File: config.mk
export PLATFORM = sky130hd
export DESIGN_NAME = bit_capture_in_flat
export DESIGN_NICKNAME = d
export VERILOG_FILES = /design/src/rtl/bit_capture_in_if.sv /design/src/rtl/bit_capture_in.sv /design/src/flat_wrapper.sv
export SDC_FILE = /design/constraint.sdc
export NUM_CORES = 1
export LEC_CHECK = 0
export ABC_AREA = 1
export CAP_MARGIN = 20
export CORE_MARGIN = 2
export CORE_UTILIZATION = 50
export DETAILED_ROUTE_END_ITERATION = 10
export PLACE_DENSITY = 0.8
export SETUP_SLACK_MARGIN = 0.1
export SYNTH_ARGS = -nofsm -noshare
export SYNTH_HDL_FRONTEND = slang
export SYNTH_SLANG_ARGS = --single-unit
File: constraint.sdc
create_clock -name clock -period 1.94 [get_ports clock]
set_input_delay 0.388 -clock clock [delete_from_list [all_inputs] [get_ports clock]]
set_output_delay 0.388 -clock clock [all_outputs]
set_load 0.02 [all_outputs]
File: src/rtl/bit_capture_in_if.sv
// Bus-side signal bundle for bit_capture_in: serial receive inputs plus the FIFO read port.
interface bit_capture_in_if #(
  parameter int DATA_W     = 8,
  parameter int FIFO_DEPTH = 4
);
  localparam int LVL_W = $clog2(FIFO_DEPTH) + 1;

  logic              en;
  logic              sync;
  logic              data_in;
  logic              rd_en;
  logic              ovf_clr;
  logic [DATA_W-1:0] rd_data;
  logic              dma;
  logic              overflow;
  logic [LVL_W-1:0]  level;

  modport master (
    output en, sync, data_in, rd_en, ovf_clr,
    input  rd_data, dma, overflow, level
  );

  modport slave (
    input  en, sync, data_in, rd_en, ovf_clr,
    output rd_data, dma, overflow, level
  );
endinterface

File: src/rtl/bit_capture_in.sv
// Toggle-strobed serial receiver: assembles MSB-first words, one bit per sync level change,
// and queues them in a small first-word-fall-through FIFO.
module bit_capture_in #(
  parameter int DATA_W     = 8,
  parameter int FIFO_DEPTH = 4
) (
  input  logic           clock,
  input  logic           reset,
  bit_capture_in_if.slave bus
);
  localparam int PTR_W = $clog2(FIFO_DEPTH);
  localparam int LVL_W = PTR_W + 1;
  localparam int CNT_W = $clog2(DATA_W);

  typedef enum logic [1:0] {IDLE, ARM, RECV} state_t;

  state_t              state, state_next;
  logic                sync_q;
  logic                tog;
  logic [CNT_W-1:0]    bit_count, bit_count_next;
  // Only the first DATA_W-1 bits need storage; the last bit goes straight into the word.
  logic [DATA_W-2:0]   shreg, shreg_next;
  logic [DATA_W-1:0]   word;
  logic                push;

  logic [DATA_W-1:0]   mem [FIFO_DEPTH];
  logic [PTR_W-1:0]    wr_ptr, rd_ptr;
  logic [LVL_W-1:0]    level, level_next;
  logic                full, empty, push_ok, pop_ok;
  logic                dma, overflow;

  assign tog  = (bus.sync != sync_q);
  assign word = {shreg, bus.data_in};

  always_ff @(posedge clock) begin
    if (reset) begin
      state     <= IDLE;
      sync_q    <= 1'b0;
      bit_count <= '0;
      shreg     <= '0;
    end else begin
      state     <= state_next;
      sync_q    <= bus.sync;
      bit_count <= bit_count_next;
      shreg     <= shreg_next;
    end
  end

  always_comb begin
    state_next     = state;
    bit_count_next = bit_count;
    shreg_next     = shreg;
    push           = 1'b0;
    if (!bus.en) begin
      state_next     = IDLE;
      bit_count_next = '0;
      shreg_next     = '0;
    end else begin
      case (state)
        IDLE: state_next = ARM;
        ARM: begin
          bit_count_next = '0;
          shreg_next     = '0;
          state_next     = RECV;
        end
        RECV: begin
          if (tog) begin
            shreg_next = word[DATA_W-2:0];
            if (bit_count == CNT_W'(DATA_W - 1)) begin
              push           = 1'b1;
              bit_count_next = '0;
            end else begin
              bit_count_next = bit_count + CNT_W'(1);
            end
          end
        end
        default: state_next = IDLE;
      endcase
    end
  end

  assign empty   = (level == '0);
  assign full    = (level == LVL_W'(FIFO_DEPTH));
  assign pop_ok  = bus.rd_en && !empty;
  // A pop on the same edge frees the slot, so a push onto a full FIFO still lands.
  assign push_ok = push && (!full || pop_ok);
  assign level_next = level + LVL_W'(push_ok) - LVL_W'(pop_ok);

  always_ff @(posedge clock) begin
    if (reset) begin
      wr_ptr   <= '0;
      rd_ptr   <= '0;
      level    <= '0;
      dma      <= 1'b0;
      overflow <= 1'b0;
    end else begin
      if (push_ok) wr_ptr <= wr_ptr + PTR_W'(1);
      if (pop_ok)  rd_ptr <= rd_ptr + PTR_W'(1);
      level <= level_next;
      dma   <= (level_next != '0);
      if (push && full && !bus.rd_en) overflow <= 1'b1;
      else if (bus.ovf_clr)           overflow <= 1'b0;
    end
  end

  always_ff @(posedge clock) begin
    if (push_ok) mem[wr_ptr] <= word;
  end

  assign bus.rd_data  = empty ? '0 : mem[rd_ptr];
  assign bus.dma      = dma;
  assign bus.overflow = overflow;
  assign bus.level    = level;
endmodule

File: src/flat_wrapper.sv
// flat-port wrapper written by rule: the top's interface ports become plain ports
module bit_capture_in_flat 
#(
  parameter int DATA_W     = 8,
  parameter int FIFO_DEPTH = 4
)
  (clock, reset, bus_en, bus_sync, bus_data_in, bus_rd_en, bus_ovf_clr, bus_rd_data, bus_dma, bus_overflow, bus_level);
  bit_capture_in_if #(.DATA_W(DATA_W), .FIFO_DEPTH(FIFO_DEPTH)) bus_i ();
  input  logic clock;
  input  logic reset;
  input wire logic [$bits(bus_i.en)-1:0] bus_en;
  input wire logic [$bits(bus_i.sync)-1:0] bus_sync;
  input wire logic [$bits(bus_i.data_in)-1:0] bus_data_in;
  input wire logic [$bits(bus_i.rd_en)-1:0] bus_rd_en;
  input wire logic [$bits(bus_i.ovf_clr)-1:0] bus_ovf_clr;
  output wire logic [$bits(bus_i.rd_data)-1:0] bus_rd_data;
  output wire logic [$bits(bus_i.dma)-1:0] bus_dma;
  output wire logic [$bits(bus_i.overflow)-1:0] bus_overflow;
  output wire logic [$bits(bus_i.level)-1:0] bus_level;
  assign bus_i.en = bus_en;
  assign bus_i.sync = bus_sync;
  assign bus_i.data_in = bus_data_in;
  assign bus_i.rd_en = bus_rd_en;
  assign bus_i.ovf_clr = bus_ovf_clr;
  assign bus_rd_data = bus_i.rd_data;
  assign bus_dma = bus_i.dma;
  assign bus_overflow = bus_i.overflow;
  assign bus_level = bus_i.level;
  bit_capture_in #(.DATA_W(DATA_W), .FIFO_DEPTH(FIFO_DEPTH)) u_core (.clock(clock), .reset(reset), .bus(bus_i));
endmodule
# Word level (Yosys, flattened, before mapping)
# Memory sizes are Yosys's and may differ from the RTL's. A register that Yosys moved wholly into a read port is not among the register bits.
# Index checks and enable logic that the tools add are counted.
# word_totals
memories	1
word_cells	54
reg_bits	22
ram_bits	32
output_inout_bits	13
# classes
n_reduce_logical	15
muxes	17
n_addsub	5
eq_ne	6
bitwise_logic	1
# mem_list
name	depth	word_bits	read_ports	rd_ports_with_merged_regs	write_ports	line	rtl
u_core.mem	4	8	1	1	1	bit_capture_in.sv:26	logic [DATA_W-1:0] mem [FIFO_DEPTH];
# ops
operator	count
7-bit case mux with 2 select lines	1
1-bit two-way mux	8
8-bit two-way mux	1
7-bit two-way mux	1
3-bit == test, second input constant	2
3-bit two-way mux	2
2-bit case mux with 3 select lines	1
3-bit case mux with 2 select lines	1
2-bit by 1-bit adder with 2-bit output, second input constant	2
1-bit logical AND	4
2-bit two-way mux	2
2-bit nonzero test	2
3-bit by 1-bit adder with 3-bit output	1
3-bit by 1-bit adder with 3-bit output, second input constant	1
1-bit logical NOT	3
3-bit logical NOT	1
3-bit nonzero test	1
3-bit by 1-bit subtractor with 3-bit output	1
2-bit by 1-bit == test with 1-bit output, second input constant	1
2-bit == test, second input constant	1
2-bit logical NOT	1
2-bit by 1-bit inequality test with 1-bit output, second input constant	1
2-bit AND reduction	1
2-bit OR reduction	1
other kinds (3)	3

# Longest topological paths before layout
# Gate-level depths: netlist of the first run.
# depth
word_depth	9
ltp_mapped	12
depth_no_buf	12

# Least setup slack after synthesis of the first run
# No wires, ideal clock.
# synth_timing
path_type	register to register
startpoint	register u_core.level[1] (netlist: u_core.bus.level[1])
endpoint	register u_core.dma (netlist: u_core.bus.dma)
arrival_time_ns	1.878
path_buffers	0
path_stages_with_launch	13
path_slack_ns	-0.054
setup_time_ns	0.115
t_required_ns	1.825
path_cell_list	dfxtp_1 -> nor2_1 -> nand2_1 -> nand2_1 -> inv_1 -> ha_1 -> inv_1 -> ha_1 -> fa_1 -> inv_1 -> nand2_1 -> o21ai_0 -> inv_1
# synth_via
elab_chain_len	8
# synth_rtl
item	line	rtl
start: declaration	bit_capture_in.sv:28	logic [LVL_W-1:0] level, level_next;
start signal: assignment	bit_capture_in.sv:99	level <= level_next;
3-bit logical NOT	bit_capture_in.sv:82	assign empty = (level == '0);
1-bit logical NOT	bit_capture_in.sv:84	assign pop_ok = bus.rd_en && !empty;
1-bit logical AND	bit_capture_in.sv:84	
1-bit logical OR	bit_capture_in.sv:86	assign push_ok = push && (!full || pop_ok);
1-bit logical AND	bit_capture_in.sv:86	
3-bit by 1-bit adder with 3-bit output	bit_capture_in.sv:87	assign level_next = level + LVL_W'(push_ok) - LVL_W'(pop_ok);
3-bit by 1-bit subtractor with 3-bit output (*)	bit_capture_in.sv:87	
named net u_core.level_next[1]	bit_capture_in.sv:28	
3-bit nonzero test (*)	bit_capture_in.sv:100	dma <= (level_next != '0);
end signal: assignment	bit_capture_in.sv:100	
end: declaration	bit_capture_in.sv:30	logic dma, overflow;
# The timed path passes the listed nets; every way through them passes the cells marked *.
# A chain may end at the register's enable or synchronous reset.

# Final worst setup path of the first run
# layout_timing
startpoint	register u_core.bit_count[0]
endpoint	register u_core.dma (netlist: u_core.bus.dma)
# layout_via
elab_chain_len	9
# layout_rtl
item	line	rtl
start: declaration	bit_capture_in.sv:20	logic [CNT_W-1:0] bit_count, bit_count_next;
start signal: assignment	bit_capture_in.sv:44	bit_count <= bit_count_next;
3-bit == test	bit_capture_in.sv:69	if (bit_count == CNT_W'(DATA_W - 1)) begin
1-bit two-way mux	bit_capture_in.sv:69	
1-bit two-way mux	bit_capture_in.sv:67	if (tog) begin
1-bit two-way mux	bit_capture_in.sv:59	case (state)
1-bit two-way mux	bit_capture_in.sv:54	if (!bus.en) begin
1-bit logical AND	bit_capture_in.sv:86	
named net u_core.push_ok	bit_capture_in.sv:29	logic full, empty, push_ok, pop_ok;
3-bit by 1-bit adder with 3-bit output	bit_capture_in.sv:87	
3-bit by 1-bit subtractor with 3-bit output	bit_capture_in.sv:87	
named net u_core.level_next[1]	bit_capture_in.sv:28	
3-bit nonzero test	bit_capture_in.sv:100	
# The timed path passes the listed nets, and every way through them passes these cells.

==> impl_metrics.env, run 1 <==
export IMPL_die_y_um=72.7
export IMPL_mostFrequentLayoutCell="nor2_1"
export IMPL_finalHoldViolCount=0
export IMPL_fillCellCount=343
export IMPL_regArea_sq_um=1450
export IMPL_failed_checks="negative setup slack"
export IMPL_p_leak_nw=1.17
export IMPL_setup_viol=1
export IMPL_wire_per_inst_um=13.2
export IMPL_die_area_sq_um=5290
export IMPL_syn_cell_area_sq_um=2360
export IMPL_overflow=0
export IMPL_cts_made_buffers=5
export IMPL_p_sw_mw=1.23
export IMPL_layout_min_cycle_time_ns=1.96
export IMPL_antenna_found_initial=0
export IMPL_rows=24
export IMPL_grt_total_usage_pct=18.5
export IMPL_slew_viol_final=0
export IMPL_ys_ff_latch=56
export IMPL_yosysSeqAreaShare_pct=61.1
export IMPL_p_int_mw=2.28
export IMPL_status="complete, but fails checks"
export IMPL_place_area_sq_um=2800
export IMPL_syn_area_per_cell_sq_um=9.75
export IMPL_cp_start_kind="register"
export IMPL_clk_path_buf_depth=2
export IMPL_skew_ns=0.00898
export IMPL_synth_distinct_cells=24
export IMPL_pin_count=20
export IMPL_avgViaCountPerCell=5.01
export IMPL_dpl_hpwl_um=3050
export IMPL_path_class="reg2reg"
export IMPL_cts_tree="done"
export IMPL_cts_hold_buffers=0
export IMPL_drive_above_1_share_pct=28.2
export IMPL_cts_sinks=56
export IMPL_wl_um=4540
export IMPL_detailedRoute_firstPassIterationCount=4
export IMPL_drt_iter0_drc=76
export IMPL_grt_max_degree=18
export IMPL_core_sq_um=4440
export IMPL_fin_setup_tns_ns=-0.0184
export IMPL_globalplace_congestion=0.764
export IMPL_pwr_share_seq_pct=39.3
export IMPL_start_util_pct=53.1
export IMPL_multi_input_area_sq_um=852
export IMPL_max_cap_violations=0
export IMPL_nNetsFinal=306
export IMPL_drc=0
export IMPL_grt_pass1_wl_um=7340
export IMPL_grt_pass1_vias=1637
export IMPL_synthCells=242
export IMPL_met2_usage_pct=34.3
export IMPL_diodes=0
export IMPL_ctsRootBufferMaster="clkbuf_8"
export IMPL_h_tree_depth=2
export IMPL_ys_warn_count=0
export IMPL_die_x_um=72.7
export IMPL_cp_end_kind="register"
export IMPL_crit_arrival_ns=2.18
export IMPL_worstPathRequired_ns=2.16
export IMPL_grtUsageMet1_pct=21.4
export IMPL_synth_nets=258
export IMPL_ir_worst_vdd_v=0.00107
export IMPL_portBuffers=19
export IMPL_min_path_type="reg2reg"
export IMPL_maxClockFrequency_ghz=0.511
export IMPL_met3_usage_pct=3.73
export IMPL_relSlewSlack_pct=82.7
export IMPL_clock_latency_ns=0.31
export IMPL_mostFrequentLayoutCells="50 x nor2_1, 32 x buf_4, 32 x edfxtp_1, 31 x nand2_1, 23 x inv_1"
export IMPL_via_count=1718
export IMPL_area_delta_synth_final_pct=26.2
export IMPL_layout_worst_path_cycle_share_pct=101
export IMPL_worstMarginPinSlew_ns=0.259
export IMPL_rsz0062_at_grt="yes"
export IMPL_top_usage_layer="met2"
export IMPL_clkTransAtPathRegs_ns=0.10
export IMPL_final_antenna_net_count=0
export IMPL_switching_share_pct=35.0
export IMPL_final_area_sq_um=2980
export IMPL_power_per_cell_area_nw_per_um2=1180
export IMPL_clkPwrFrac_pct=17.7
export IMPL_worst_path_max_fanout=2
export IMPL_setup_ws_ns=-0.0184
export IMPL_combPwrFrac_pct=43.1
==> synth_stat cells <==
master	instances	area, sq um
inv_1	28	105
buf_4	2	15.0
nand3_2	2	20.0
nor3_1	2	10.0
ha_1	8	100
xnor2_1	1	8.76
clkbuf_2	1	5.00
a21oi_1	15	75.1
nor3b_1	1	7.51
nand3b_1	1	7.51
nand2_1	35	131
inv_2	4	15.0
nor2_1	52	195
edfxtp_1	32	961
buf_2	2	10.0
nand4_1	2	12.5
o21ai_0	20	100
fa_1	1	20.0
and2_1	1	6.26
buf_6	1	11.3
nor2_4	2	22.5
a21oi_2	4	35.0
dfxtp_1	24	480
nand3_1	1	5.00
==> stage by stage <==
step	cells	utilization (%)	setup WS [ns]	power [mW]	hold WS, ns
after CTS	339	64.6	-0.0331	3.28	0.446
after global routing	343	67.0	-0.139	3.71	0.467
final	343	67.0	-0.0184	3.51	0.443
after floorplan	242	-	0.0344	2.11	0.419
after global placement	330	63.0	-0.312	2.66	0.427
after detailed placement	330	63.0	-0.355	2.69	0.433
==> cells by family (layout without fill, tap and decap cells) <==
family          Yosys count  count (layout)  share of synthesized area [%]
flops                    56              56                           61.1
compound gates           39              39                           8.91
buf+inv                  38              87                           6.84
fa+ha+maj                 9               9                           5.09
xor+xnor                  1               1                          0.371
simple gates             99              99                           17.7
==> per-layer routing <==
layer / up-vias / routed length [um]
met4: 0 / 49
met1: 801 / 2020
li1: 881 / -
met2: 31 / 2350
met5: - / 0
met3: 5 / 126
==> final timing paths <==
path | start | endpoint | slack, ns | depth (start not counted)
min | u_core.state[1]$_SDFFE_PP0P_ | u_core.state[0]$_SDFFE_PP0P_ | 0.44 | 1
max reg2reg | u_core.bit_count[0]$_SDFFE_PP0P_ | u_core.bus.dma$_SDFF_PP0_ | -0.02 | 12
max | u_core.bit_count[0]$_SDFFE_PP0P_ | u_core.bus.dma$_SDFF_PP0_ | -0.02 | 12
min reg2reg | u_core.state[1]$_SDFFE_PP0P_ | u_core.state[0]$_SDFFE_PP0P_ | 0.44 | 1
==> state kept, by name (all words and copies together) (netlist names), named ones only <==
name / flops
u_core.bit_count: 3
u_core.bus.dma: 1
u_core.bus.level: 3
u_core.bus.overflow: 1
u_core.mem: 32
u_core.rd_ptr: 2
u_core.shreg: 7
u_core.state: 2
u_core.sync_q: 1
u_core.wr_ptr: 2
==> final cells by class <==
| cell class | instances | area share [%] |
|---|---|---|
| Tap cell | 52 | 2.18 |
| Inverter | 32 | 4.28 |
| Clock inverter | 2 | 0.420 |
| Clock buffer | 6 | 2.44 |
| Sequential cell | 56 | 48.7 |
| Timing Repair Buffer | 47 | 13.4 |
| Multi-Input combinational cell | 148 | 28.6 |
==> power groups by stage <==
stage,Clock (mW),Combinational [mW],Sequential (mW)
detailed placement,0,1.30,1.39
global placement,0,1.27,1.39
finish,0.620,1.51,1.38
floorplan,0,0.674,1.44
CTS,0.640,1.27,1.37
global route,0.679,1.64,1.38
==> critical path, cell delays in order, from the launching register on <==
cell and delay (ns):
dfxtp_2 0.36, ha_4 0.14, ha_4 0.13, nand2_2 0.04
inv_2 0.04, nand4_1 0.09, nor2_2 0.19, ha_4 0.16
fa_2 0.44, inv_2 0.07, nand2_2 0.05, o21ai_2 0.12
inv_1 0.04
==> repair_timing <==
item,in CTS,in global routing
gates resized for setup,36,29
setup endpoints to repair,11,8
gates cloned,0,1
buffers inserted,1,3
pin swaps,3,10
Power figures use the tool's default switching activity.
==> run 2: changes to the inputs <==
--- a/config.mk
+++ b/config.mk
@@ -6,9 +6,11 @@
 export NUM_CORES = 1
 export LEC_CHECK = 0
 export ABC_AREA = 1
+export ABC_CLOCK_PERIOD_IN_PS = 1940
 export CAP_MARGIN = 20
 export CORE_MARGIN = 2
 export CORE_UTILIZATION = 50
+export CTS_BUF_LIST = sky130_fd_sc_hd__clkbuf_8
 export DETAILED_ROUTE_END_ITERATION = 10
 export PLACE_DENSITY = 0.8
 export SETUP_SLACK_MARGIN = 0.1
==> run 2 against run 1 <==
Effect of this change:
- register-to-register slack about the same
- global-route usage stayed put
- cell area is the same
- non-clock buffer count is the same
- sequential power about the same
- core utilization unchanged
- critical endpoint unchanged
- combinational power about the same
- highest routed layer unchanged
- sequential share of layout area is the same
- maximum frequency about the same
- first-iteration DRC count is 7.9% higher
- worst hold slack hardly changed
- total power is 0.11% lower
- the flow still finishes with violations (negative setup slack)
==> impl_metrics.env, run 2 (synthesized netlist as in run 1, its figures left out) <==
export IMPL_ctsRootBufferMaster="clkbuf_8"
export IMPL_max_cap_violations=0
export IMPL_drt_iter0_drc=82
export IMPL_clk_path_buf_depth=2
export IMPL_grt_total_usage_pct=18.5
export IMPL_clock_latency_ns=0.31
export IMPL_portBuffers=19
export IMPL_die_x_um=72.7
export IMPL_globalplace_congestion=0.764
export IMPL_detailedRoute_firstPassIterationCount=4
export IMPL_grt_pass1_wl_um=7340
export IMPL_final_antenna_net_count=0
export IMPL_layout_worst_path_cycle_share_pct=101
export IMPL_finalHoldViolCount=0
export IMPL_via_count=1714
export IMPL_worstMarginPinSlew_ns=0.259
export IMPL_power_total_mw=3.51
export IMPL_wire_per_inst_um=13.3
export IMPL_cts_sinks=56
export IMPL_dpl_hpwl_um=3050
export IMPL_largest_reg_flops=32
export IMPL_rsz0062_at_grt="yes"
export IMPL_grt_pass1_vias=1637
export IMPL_relSlewSlack_pct=82.7
export IMPL_clkTransAtPathRegs_ns=0.10
export IMPL_rows=24
export IMPL_reg_largest_list="u_core.mem: 32 flops, u_core.shreg: 7 flops"
export IMPL_die_area_sq_um=5290
export IMPL_cp_start_kind="register"
export IMPL_wl_um=4550
export IMPL_nNetsFinal=306
export IMPL_skew_ns=0.00916
export IMPL_mostFrequentLayoutCells="50 x nor2_1, 32 x buf_4, 32 x edfxtp_1, 31 x nand2_1, 24 x inv_1"
export IMPL_overflow=0
export IMPL_place_ws_ns=-0.355
export IMPL_place_area_sq_um=2800
export IMPL_mostFrequentLayoutCell="nor2_1"
export IMPL_grt_max_degree=18
export IMPL_diodes=0
export IMPL_ir_worst_vdd_v=0.00107
export IMPL_maxClockFrequency_ghz=0.511
export IMPL_utilization_pct=67.0
export IMPL_cts_tree="done"
export IMPL_fin_setup_tns_ns=-0.0184
export IMPL_antenna_found_initial=0
export IMPL_power_per_cell_area_nw_per_um2=1180
export IMPL_cts_hold_buffers=0
export IMPL_cp_end_kind="register"
export IMPL_min_path_type="reg2reg"
export IMPL_rrSetupSlack_ns=-0.02
export IMPL_pin_count=20
export IMPL_path_class="reg2reg"
export IMPL_crit_arrival_ns=2.18
export IMPL_worst_path_max_fanout=2
export IMPL_start_util_pct=53.1
export IMPL_layout_min_cycle_time_ns=1.96
export IMPL_setup_ws_ns=-0.0184
export IMPL_core_sq_um=4440
export IMPL_drive_above_1_share_pct=28.2
export IMPL_regMostFlops="u_core.mem"
export IMPL_failed_checks="negative setup slack"
export IMPL_status="complete, but fails checks"
export IMPL_area_delta_synth_final_pct=26.2
export IMPL_worstPathRequired_ns=2.16
export IMPL_drc=0
export IMPL_die_y_um=72.7
export IMPL_avgViaCountPerCell=5.00
export IMPL_slew_viol_final=0
export IMPL_h_tree_depth=2
export IMPL_p_leak_nw=1.17
export IMPL_final_area_sq_um=2980
export IMPL_setup_viol=1
export IMPL_cts_made_buffers=5
## run 2: changes by cell type in the layout (fill, tap and decap cells not counted), sizes merged
cell | before | now
inv | 32 | 33
clkbuf | 6 | 5
## run 2: layout make-up
| cell class | count | area, sq um |
|---|---|---|
| multi-input combinational | 148 | 852 |
| timing repair buffer | 47 | 398 |
| inverter | 32 | 128 |
| tap | 52 | 65.1 |
| clock inverter | 3 | 16.3 |
| sequential | 56 | 1450 |
| fill | 343 | 1470 |
| clock buffer | 5 | 68.8 |
## run 2: worst max-delay path, cell delays in order (launching register included)
cell	delay, ns
dfxtp_2	0.36
ha_4	0.14
ha_4	0.13
nand2_2	0.04
inv_2	0.04
nand4_1	0.09
nor2_2	0.19
ha_4	0.16
fa_2	0.44
inv_2	0.07
nand2_2	0.05
o21ai_2	0.12
inv_1	0.04
## run 2: per-layer routing
layer | GRT usage, % | vias to the layer above | part of all wire, %
met5 | 0 | - | 0
met4 | 5.56 | 0 | 1.1
met3 | 3.73 | 5 | 2.6
met2 | 34.3 | 25 | 51
met1 | 21.4 | 803 | 45
li1 | - | 881 | -
## run 2: per-stage QoR
| stage | cells | hold WS [ns] |
|---|---|---|
| floorplan | 242 | 0.419 |
| global route | 343 | 0.467 |
| detailed placement | 330 | 0.433 |
| CTS | 339 | 0.446 |
| global placement | 330 | 0.427 |
| finish | 343 | 0.443 |
## run 2: where the power goes
part           total [mW]  switching (mW)  internal (mW)  leakage (nW)
Sequential           1.38          0.0534           1.32         0.490
Combinational        1.51           0.808          0.705         0.635
Clock               0.615           0.367          0.248        0.0453
Total                3.51            1.23           2.28          1.17
## run 2: worst paths after layout
path | start | end | cells after the start
max | u_core.bit_count[0]$_SDFFE_PP0P_ | u_core.bus.dma$_SDFF_PP0_ | 12
min | u_core.state[1]$_SDFFE_PP0P_ | u_core.state[0]$_SDFFE_PP0P_ | 1
max reg2reg | u_core.bit_count[0]$_SDFFE_PP0P_ | u_core.bus.dma$_SDFF_PP0_ | 12
min reg2reg | u_core.state[1]$_SDFFE_PP0P_ | u_core.state[0]$_SDFFE_PP0P_ | 1
## run 2: repair_timing
| action | CTS | global route |
|---|---|---|
| endpoints found under the setup margin | 11 | 8 |
| pin swaps | 3 | 10 |
| buffers inserted | 1 | 3 |
| gates cloned | 0 | 1 |
| gates resized for setup | 36 | 29 |
